`src/rtl/branch_target_predictor.sv`:
```
// -----------------------------------------------------------------------------
// branch_target_predictor
//
// Fetch-stage branch predictor built from a direct-mapped branch target buffer.
// Each entry holds a valid bit, a tag, a target address, and a 2-bit saturating
// direction counter. The table is looked up combinationally with PCF every
// cycle. It is trained by branches that resolve in Execute. The fetch-stage
// prediction travels with its instruction through a small F->D->E register
// chain, so Execute can compare it against the resolved direction.
//
// Ports
//   clk               in   1   rising-edge clock
//   reset             in   1   asynchronous, active-high reset
//   PCF               in   32  fetch PC
//   StallF            in   1   fetch stall (lookup is combinational, no state effect)
//   StallD            in   1   hold the F->D prediction register
//   FlushD            in   1   clear the F->D prediction register (wins over StallD)
//   FlushE            in   1   clear the D->E prediction register
//   BranchE           in   1   instruction in Execute is a branch
//   BranchTakenE      in   1   resolved direction of that branch
//   PCE               in   32  PC of the instruction in Execute
//   BranchTargetE     in   32  resolved branch target
//   BranchPredicted   out  1   fetch-stage prediction: taken
//   BTA               out  32  predicted target for PCF (0 on miss)
//   BranchPredictedE  out  1   prediction carried with the instruction in Execute
// -----------------------------------------------------------------------------
module branch_target_predictor #(
   parameter int ENTRIES = 8,
   parameter int IDX_W   = 3,
   parameter int TAG_W   = 27
) (
   input  logic        clk,
   input  logic        reset,
   input  logic [31:0] PCF,
   input  logic        StallF,
   input  logic        StallD,
   input  logic        FlushD,
   input  logic        FlushE,
   input  logic        BranchE,
   input  logic        BranchTakenE,
   input  logic [31:0] PCE,
   input  logic [31:0] BranchTargetE,
   output logic        BranchPredicted,
   output logic [31:0] BTA,
   output logic        BranchPredictedE
);

   // Counter encoding: 00 strong-NT, 01 weak-NT, 10 weak-T, 11 strong-T.
   localparam logic [1:0] CTR_RESET = 2'b01;
   localparam logic [1:0] CTR_ALLOC = 2'b10;

   logic              r_valid  [ENTRIES];
   logic [TAG_W-1:0]  r_tag    [ENTRIES];
   logic [31:0]       r_target [ENTRIES];
   logic [1:0]        r_ctr    [ENTRIES];
   logic              r_pred_d;
   logic              r_pred_e;

   logic [IDX_W-1:0]  w_idx_f;
   logic [TAG_W-1:0]  w_tag_f;
   logic              w_hit_f;
   logic [IDX_W-1:0]  w_idx_e;
   logic [TAG_W-1:0]  w_tag_e;
   logic              w_hit_e;

   // The lookup ignores the fetch stall, and instructions are word aligned,
   // so these bits carry no information for the predictor.
   logic              w_unused;
   assign w_unused = &{1'b0, StallF, PCF[1:0], PCE[1:0]};

   function automatic logic [1:0] sat_inc(input logic [1:0] c);
      return (c == 2'b11) ? c : c + 2'd1;
   endfunction

   function automatic logic [1:0] sat_dec(input logic [1:0] c);
      return (c == 2'b00) ? c : c - 2'd1;
   endfunction

   // ---------------------------------------------------------------- lookup
   assign w_idx_f = PCF[IDX_W+1:2];
   assign w_tag_f = PCF[31:IDX_W+2];
   assign w_hit_f = r_valid[w_idx_f] && (r_tag[w_idx_f] == w_tag_f);

   // The lookup reads the registered table directly. A same-cycle update to the
   // same entry is therefore seen only from the next cycle; there is no bypass.
   assign BranchPredicted  = w_hit_f && r_ctr[w_idx_f][1];
   assign BTA              = w_hit_f ? r_target[w_idx_f] : 32'b0;
   assign BranchPredictedE = r_pred_e;

   // ---------------------------------------------------------------- training
   assign w_idx_e = PCE[IDX_W+1:2];
   assign w_tag_e = PCE[31:IDX_W+2];
   assign w_hit_e = r_valid[w_idx_e] && (r_tag[w_idx_e] == w_tag_e);

   // NOTE: the table is a plain register array, so it can take the async reset.
   // Every entry must come up invalid with a weak-NT counter, so each field is
   // reset explicitly. A RAM macro could not be cleared this way.
   always_ff @(posedge clk or posedge reset) begin
      if (reset) begin
         for (int i = 0; i < ENTRIES; i++) begin
            r_valid[i]  <= 1'b0;
            r_tag[i]    <= '0;
            r_target[i] <= '0;
            r_ctr[i]    <= CTR_RESET;
         end
      end else if (BranchE) begin
         // NOTE: state updates use non-blocking assignments, so every read in
         // this cycle sees the pre-edge contents of the table.
         if (w_hit_e) begin
            if (BranchTakenE) begin
               r_ctr[w_idx_e]    <= sat_inc(r_ctr[w_idx_e]);
               r_target[w_idx_e] <= BranchTargetE;
            end else begin
               r_ctr[w_idx_e]    <= sat_dec(r_ctr[w_idx_e]);
            end
         end else if (BranchTakenE) begin
            // A taken branch that misses claims the slot, even if another
            // branch that aliases to this index currently owns it.
            r_valid[w_idx_e]  <= 1'b1;
            r_tag[w_idx_e]    <= w_tag_e;
            r_target[w_idx_e] <= BranchTargetE;
            r_ctr[w_idx_e]    <= CTR_ALLOC;
         end
      end
   end

   // ---------------------------------------------------------------- F->D->E
   always_ff @(posedge clk or posedge reset) begin
      if (reset) begin
         r_pred_d <= 1'b0;
         r_pred_e <= 1'b0;
      end else begin
         if (FlushD)       r_pred_d <= 1'b0;
         else if (!StallD) r_pred_d <= BranchPredicted;

         r_pred_e <= FlushE ? 1'b0 : r_pred_d;
      end
   end

endmodule

```
`config.mk`:
```
export PLATFORM = sky130hd
export DESIGN_NAME = branch_target_predictor
export DESIGN_NICKNAME = d
export VERILOG_FILES = /design/src/rtl/branch_target_predictor.sv
export SDC_FILE = /design/constraint.sdc
export NUM_CORES = 1
export LEC_CHECK = 0
export ABC_AREA = 1
export CORE_ASPECT_RATIO = 1.4
export CORE_MARGIN = 1.5
export CORE_UTILIZATION = 61
export DETAILED_ROUTE_END_ITERATION = 8
export HOLD_SLACK_MARGIN = 0.03
export PLACE_DENSITY = 0.78
export SYNTH_ARGS = -nofsm -noshare
export SYNTH_HDL_FRONTEND = slang
export SYNTH_SLANG_ARGS = --single-unit
```
`constraint.sdc`:
```
create_clock -name clk -period 24.5 [get_ports clk]
set_clock_uncertainty 0.2 [all_clocks]
set_input_delay 4.9 -clock clk [delete_from_list [all_inputs] [get_ports clk]]
set_output_delay 4.9 -clock clk [all_outputs]
set_load 0.005 [all_outputs]
```
==> flow_summary.toml, run 1 <==
[synthesis]
synth_xor_area_share_pct = 0.1692
syn_avg_cell_area_sq_um = 7.440
synth_seq_cells = 498
synthAdderAreaFrac_pct = 0
yosys_warnings = 0
muxShareOfSynthArea_pct = 0
synthTopCellsByArea = "dfrtp_1 (47%), nand2_1 (14%), o21ai_0 (12%)"
synth_cell_types = 35
synth_top_family_by_area = "simple AND/OR/NAND/NOR gates"
seq_area_frac_synth_pct = 48.18
syn_area_sq_um = 25880
syn_nets = 3583
yosysTopAreaCell = "dfrtp_1"
synth-compound-area-share_pct = 20.57
synth_simple_gate_area_share_pct = 21.60
syn_inst = 3479
yosysTopAreaCellShare_pct = 47.37

[floorplan]
ios = 138
die_area_sq_um = 43700
die_y_microns = 246.7
start_util_pct = 61.66
coreArea_sq_um = 41980
fp-row-count = 89
die_x_microns = 177.1

[sta]
setup_viol = 0
hold_viol_final = 0
fin_setup_tns_ns = 0
drv_slew = 0
period_minus_slack_ns = 14.12
fmax_mhz = 70.81
tightest_slew_ns = 1.151
rsz0062_at_grt = "false"
timing.final.crit_share_pct = 57.64
relSlewSlack_pct = 23.28

[cells_and_area]
num-fill-cells = 3521
layout-drive-gt1-share_pct = 4.548
area_delta_synth_final_pct = 11.28
finalNetCount = 3563

[grt]
grt_pass1_vias = 23250
grt_max_degree = 185
grt_pass1_wl_mm = 118.3
antenna_found_initial = 1
grt_usage_pct = 34.41
grt_overflow_total = 0

[critical_path]
required_ns = 19.40
end_kind = "output pin"
worstPathMaxFanout = 142
critPathBufInv = 4
path_cells = "clkbuf_8 -> buf_4 -> nand2_1 -> o211ai_1 -> nand3_1 -> nand3b_1 -> nand4_1 -> nor2_1 -> nand2_1 -> nor2_1 -> nand2_1 -> buf_4 -> nor2_1 -> clkdlybuf4s50_1"
timing.rr.start = "r_tag[203]"
critPathLaunch = "PCF[2]"
cpPeakStageDelay_ns = 0.76
worst_setup_path_start_kind = "input port"
crit_end = "BTA[8]"
cp.depth = 14
cpLargestDelayFamily = "buffers and inverters"
rr_worst_depth = 13
slowest_stage = "buf_4"
arrival_ns = 9.02
reg2reg_to = "r_tag[180]"
ff2ff_setup_slack_ns = 21.36
criticalPathCategory = "input port to output pin"

[cts]
cts_hold_buf = 0
root_buffer = "clkbuf_16"
cts.repair.resized = 0
clkLatencyLatePin_ns = 0.59
cts.sinks = 498
cts_buffers = 48
cts_setup_buffers = 0
cts_tree = "done"
path_clk_slew_ns = 0.07
htreeDepth = 2
clock_path_buffers = 3

[flow_run]
drv_cap = 0

[power]
power_leakage_nw = 13.79
pwr-share-comb_pct = 18.5
cellPowerDensity_nw_per_um2 = 80.74
seqPwrFrac_pct = 46.8
netSwitchingFraction_pct = 29.53
p_sw_mw = 0.6868
pwr-share-clk_pct = 34.7
finalPower_mw = 2.326
p_int_mw = 1.639
peakVddDrop_uv = 61.02

[place]
numPortBuffers = 132
routabilityCongestion = 0.9253
dp.final_hpwl_mm = 42.43

[route]
drt_iter0_markers = 2560
vias_per_cell = 5.884
wire_per_inst_microns = 18.28
drt-total-wl_mm = 73.91
drc = 0
vias = 23790
ant_nets = 0
drtPass1Iterations = 5

[worst_hold_path]
hold_path_class = "register to register"
min-delay-start = "r_ctr[0]"

[outcome]
status = "finished clean"
[state kept, by name, summed over array words and instances, names as in the netlist]
register          cells
r_target            256
r_valid               8
r_pred_d              1
r_tag               216
r_ctr                16
BranchPredictedE      1
[cells in the mapped netlist (all sizes together)]
cell and number:
o21bai 1, nor3 2, o21ai 670, nand4 14, a21oi 205, or2 8
buf 106, nand2 947, xor2 5, clkbuf 120, o211ai 76, dfrtp 490
nand3b 13, a221oi 2, o221ai 11, nand3 152, clkinv 1, nor2 239
o21a 33, inv 375, dfstp 8, o22ai 1
[routing by layer]
layer / GRT usage (%) / vias to the layer above / share of wire, %
li1: - / 11200 / -
met1: 43.38 / 11240 / 39
met2: 56.94 / 1115 / 48
met3: 4.797 / 227 / 8.5
met4: 19.27 / 2 / 5.3
met5: 0 / - / 0.018
[cells in the final DEF (no fill, tap or decap), types with 9 or more instances in the layout]
master,n
o221ai_1,11
nand2_1,937
nor2_1,227
clkinv_2,12
nand3b_1,13
clkbuf_16,49
clkdlybuf4s50_1,128
a21oi_1,205
o21a_1,33
bufinv_16,9
nand3_1,150
o21ai_0,596
buf_4,25
o211ai_1,76
nand4_1,14
inv_1,367
dfrtp_1,490
o21ai_1,74
[worst reg2reg max path: stages (launching register included)]
cell     delay (ns)
dfrtp_1        0.39
or2_2          0.29
nand3_1        0.07
nand2_1        0.08
nor2_1         0.10
nand2_1        0.05
nand2_1        0.09
nand2_1        0.16
nor2_1         0.19
nand2_1        0.09
nor2_2         0.22
nand2_4        0.22
nand2_4        0.61
o21ai_0        0.23
[final cells by class]
cell class | instances | area [sq um] | area share, %
flip-flops and latches | 498 | 12470 | 43.30
multi-input cells | 2379 | 11010 | 38.21
repair buffers | 156 | 1508 | 5.234
inverters | 376 | 1424 | 4.943
clock buffers | 62 | 1345 | 4.670
well taps | 546 | 683.2 | 2.372
clock inverters | 25 | 362.8 | 1.260
diodes | 1 | 2.502 | 0.008688
[through the flow]
stage / worst slack [ns] / utilization [%] / cell area, sq um / hold WS [ns] / instances
final: 10.38 / 68.61 / 28800 / 0.2674 / 4043
after global placement: 10.64 / 64.54 / 27090 / 0.2514 / 3955
after floorplan: 5.510 / - / 25880 / 0.2384 / 3479
after detailed placement: 10.54 / 64.54 / 27090 / 0.2578 / 3955
after global routing: 10.18 / 68.60 / 28800 / 0.2859 / 4042
after CTS: 10.53 / 68.60 / 28800 / 0.2657 / 4042
[cell families after synthesis]
family | Yosys count
AOI/OAI and AO/OA | 999
buffers and inverters | 602
and+or+nand+nor | 1375
DFF | 498
xor gates and xnor gates | 5
[worst min path at each step]
stage                            end  slack (ns)  cells past startpoint
final                       r_ctr[0]        0.27                      2
after global routing       r_ctr[12]        0.29                      2
after CTS                   r_ctr[6]        0.27                      2
after detailed placement    r_ctr[6]        0.26                      2
after global placement      r_ctr[4]        0.25                      2
after floorplan           r_valid[3]        0.24                      2
[power by group through the flow]
| stage | Sequential, mW | Clock [mW] | Combinational [mW] |
|---|---|---|---|
| floorplan | 1.08 | 0 | 0.321 |
| global placement | 1.09 | 0 | 0.406 |
| detailed placement | 1.10 | 0 | 0.424 |
| CTS | 1.08 | 0.814 | 0.429 |
| global route | 1.11 | 0.849 | 0.497 |
| finish | 1.09 | 0.806 | 0.430 |
Note: power is estimated with default switching activity, not from simulation.
==> run 2: changes to the inputs <==
==> constraint.sdc (replaced) <==
create_clock -name clk -period 14.7 [get_ports clk]
set_clock_uncertainty 0.2 [all_clocks]
set_input_delay 2.94 -clock clk [delete_from_list [all_inputs] [get_ports clk]]
set_output_delay 2.94 -clock clk [all_outputs]
set_load 0.005 [all_outputs]
==> run 2 against run 1 <==
Effect of this change: global-route usage is 0.52 points higher; via count rose by 0.96%; utilization decreased by 0.19 points; critical path type unchanged.
==> flow_summary.toml, run 2 (synthesized netlist as in run 1, its figures left out) <==
[critical_path]
slowest_stage = "inv_4"
end_kind = "output pin"
worstPathMaxFanout = 106
path_cells = "clkbuf_8 -> inv_4 -> buf_4 -> a21oi_1 -> o21ai_0 -> nand3_1 -> nand3b_1 -> nand3_1 -> nor2_1 -> nand2_1 -> nor2_1 -> nand2_1 -> buf_4 -> nor2_1 -> clkdlybuf4s50_1"
cpPeakStageDelay_ns = 0.86
arrival_ns = 7.22
cpLargestDelayFamily = "buffers and inverters"
worst_setup_path_start_kind = "input port"
critPathBufInv = 5
required_ns = 11.56
criticalPathCategory = "input port to output pin"
crit_path_frequent_cell = "nor2_1"

[power]
power_leakage_nw = 13.74
seqPwrFrac_pct = 47.9
pwr-share-clk_pct = 33.0
cellPowerDensity_nw_per_um2 = 131.9
p_sw_mw = 1.147
p_int_mw = 2.641
netSwitchingFraction_pct = 30.28
peakVddDrop_uv = 118.0
pwr-share-comb_pct = 19.0

[cells_and_area]
ff_latch_area_sq_um = 12470
reg_top3 = "r_target x256, r_tag x216, r_ctr x16"
num-fill-cells = 3487
largest_reg_flops = 256
final_area_sq_um = 28720
layout-drive-gt1-share_pct = 4.453
final_cell_mix = "nand2_1 (937), o21ai_0 (596), dfrtp_1 (490)"
largest-register = "r_target"
area_delta_synth_final_pct = 10.96
final_common_cell = "nand2_1"
finalNetCount = 3569
fin_util_pct = 68.42
multiInputGateArea_sq_um = 11010

[route]
drt_iter0_markers = 2537
wire_per_inst_microns = 18.58
vias_per_cell = 5.929
vias = 24020
ant_nets = 0
drt-total-wl_mm = 75.26
drtPass1Iterations = 6
drc = 0

[floorplan]
coreArea_sq_um = 41980
ios = 138
die_y_microns = 246.7
fp-row-count = 89
die_area_sq_um = 43700
die_x_microns = 177.1
start_util_pct = 61.66

[place]
dp.final_hpwl_mm = 43.83
routabilityCongestion = 0.9179
post_dp_cell_area_sq_um = 27110
numPortBuffers = 132

[cts]
root_buffer = "clkbuf_16"
cts.repair.resized = 0
cts_tree = "done"
clkLatencyLatePin_ns = 0.59
cts_buffers = 50
cts_setup_buffers = 0
clock_path_buffers = 3
path_clk_slew_ns = 0.06
cts_hold_buf = 0
cts.sinks = 498
htreeDepth = 2

[sta]
period_minus_slack_ns = 10.36
hold_ws_ns = 0.2662
tightest_slew_ns = 1.194
relSlewSlack_pct = 20.19
rsz0062_at_grt = "false"
setup_viol = 0
timing.final.crit_share_pct = 70.47
hold_viol_final = 0
fin_setup_tns_ns = 0
fmax_mhz = 96.53
drv_slew = 0

[grt]
grt_max_degree = 107
grt_pass1_vias = 23390
grt_usage_pct = 34.93
grt_overflow_total = 0
antenna_found_initial = 1
grt_pass1_wl_mm = 120.2

[flow_run]
drv_cap = 0

[outcome]
status = "finished clean"

[worst_hold_path]
hold_path_class = "register to register"
run 2: cell types whose count changed in the layout (fill, tap and decap cells not counted), sizes merged:
| cell | previous run | this run |
|---|---|---|
| diode | 1 | 2 |
| inv | 377 | 373 |
| clkinv | 13 | 12 |
| bufinv | 9 | 1 |
| clkbuf | 63 | 79 |
| buf | 27 | 31 |
run 2: final cells by class:
type                    count  share of cell area [%]
clock inverters            12                  0.4095
well taps                 546                   2.378
clock buffers              78                   5.179
flip-flops and latches    498                   43.42
diodes                      2                 0.01742
multi-input cells        2379                   38.32
repair buffers            160                   5.323
inverters                 376                   4.949
run 2: worst paths after layout:
check | startpoint | end | depth (start not counted) | slack, ns
max | PCF[2] | BTA[29] | 15 | 4.34
min | r_ctr[10] | r_ctr[10] | 2 | 0.27
max reg2reg | r_tag[190] | r_tag[202] | 14 | 11.38
min reg2reg | r_ctr[10] | r_ctr[10] | 2 | 0.27
max in group asynchronous | reset | r_target[138] | 5 | 9.03
min in group asynchronous | reset | r_tag[98] | 3 | 2.79
run 2: per-layer routing:
| layer | wire (microns) | track usage (%) | up-vias |
|---|---|---|---|
| li1 | - | - | 11220 |
| met2 | 35960 | 58.85 | 1107 |
| met5 | 13 | 0 | - |
| met3 | 6082 | 4.459 | 241 |
| met1 | 29050 | 43.58 | 11450 |
| met4 | 4152 | 19.12 | 2 |
run 2: power by group through the flow:
stage          clock network (mW)  logic, mW  registers, mW
2_1_floorplan                   0      0.535           1.80
3_3_place_gp                    0      0.678           1.81
3_5_place_dp                    0      0.710           1.83
4_1_cts                      1.27      0.718           1.81
5_1_grt                      1.32      0.831           1.84
6_report                     1.25      0.721           1.82
run 2: stage by stage:
stage | setup slack (ns) | total power [mW] | std cells
floorplan | 4.810 | 2.330 | 3479
global placement | 4.499 | 2.492 | 3959
detailed placement | 4.449 | 2.542 | 3959
CTS | 4.423 | 3.792 | 4049
global route | 4.062 | 3.995 | 4049
finish | 4.341 | 3.788 | 4051
run 2: tightest hold or removal path: stages (launching register included):
cell	delay, ns
dfstp_2	0.37
nand2_1	0.05
nand2_1	0.04
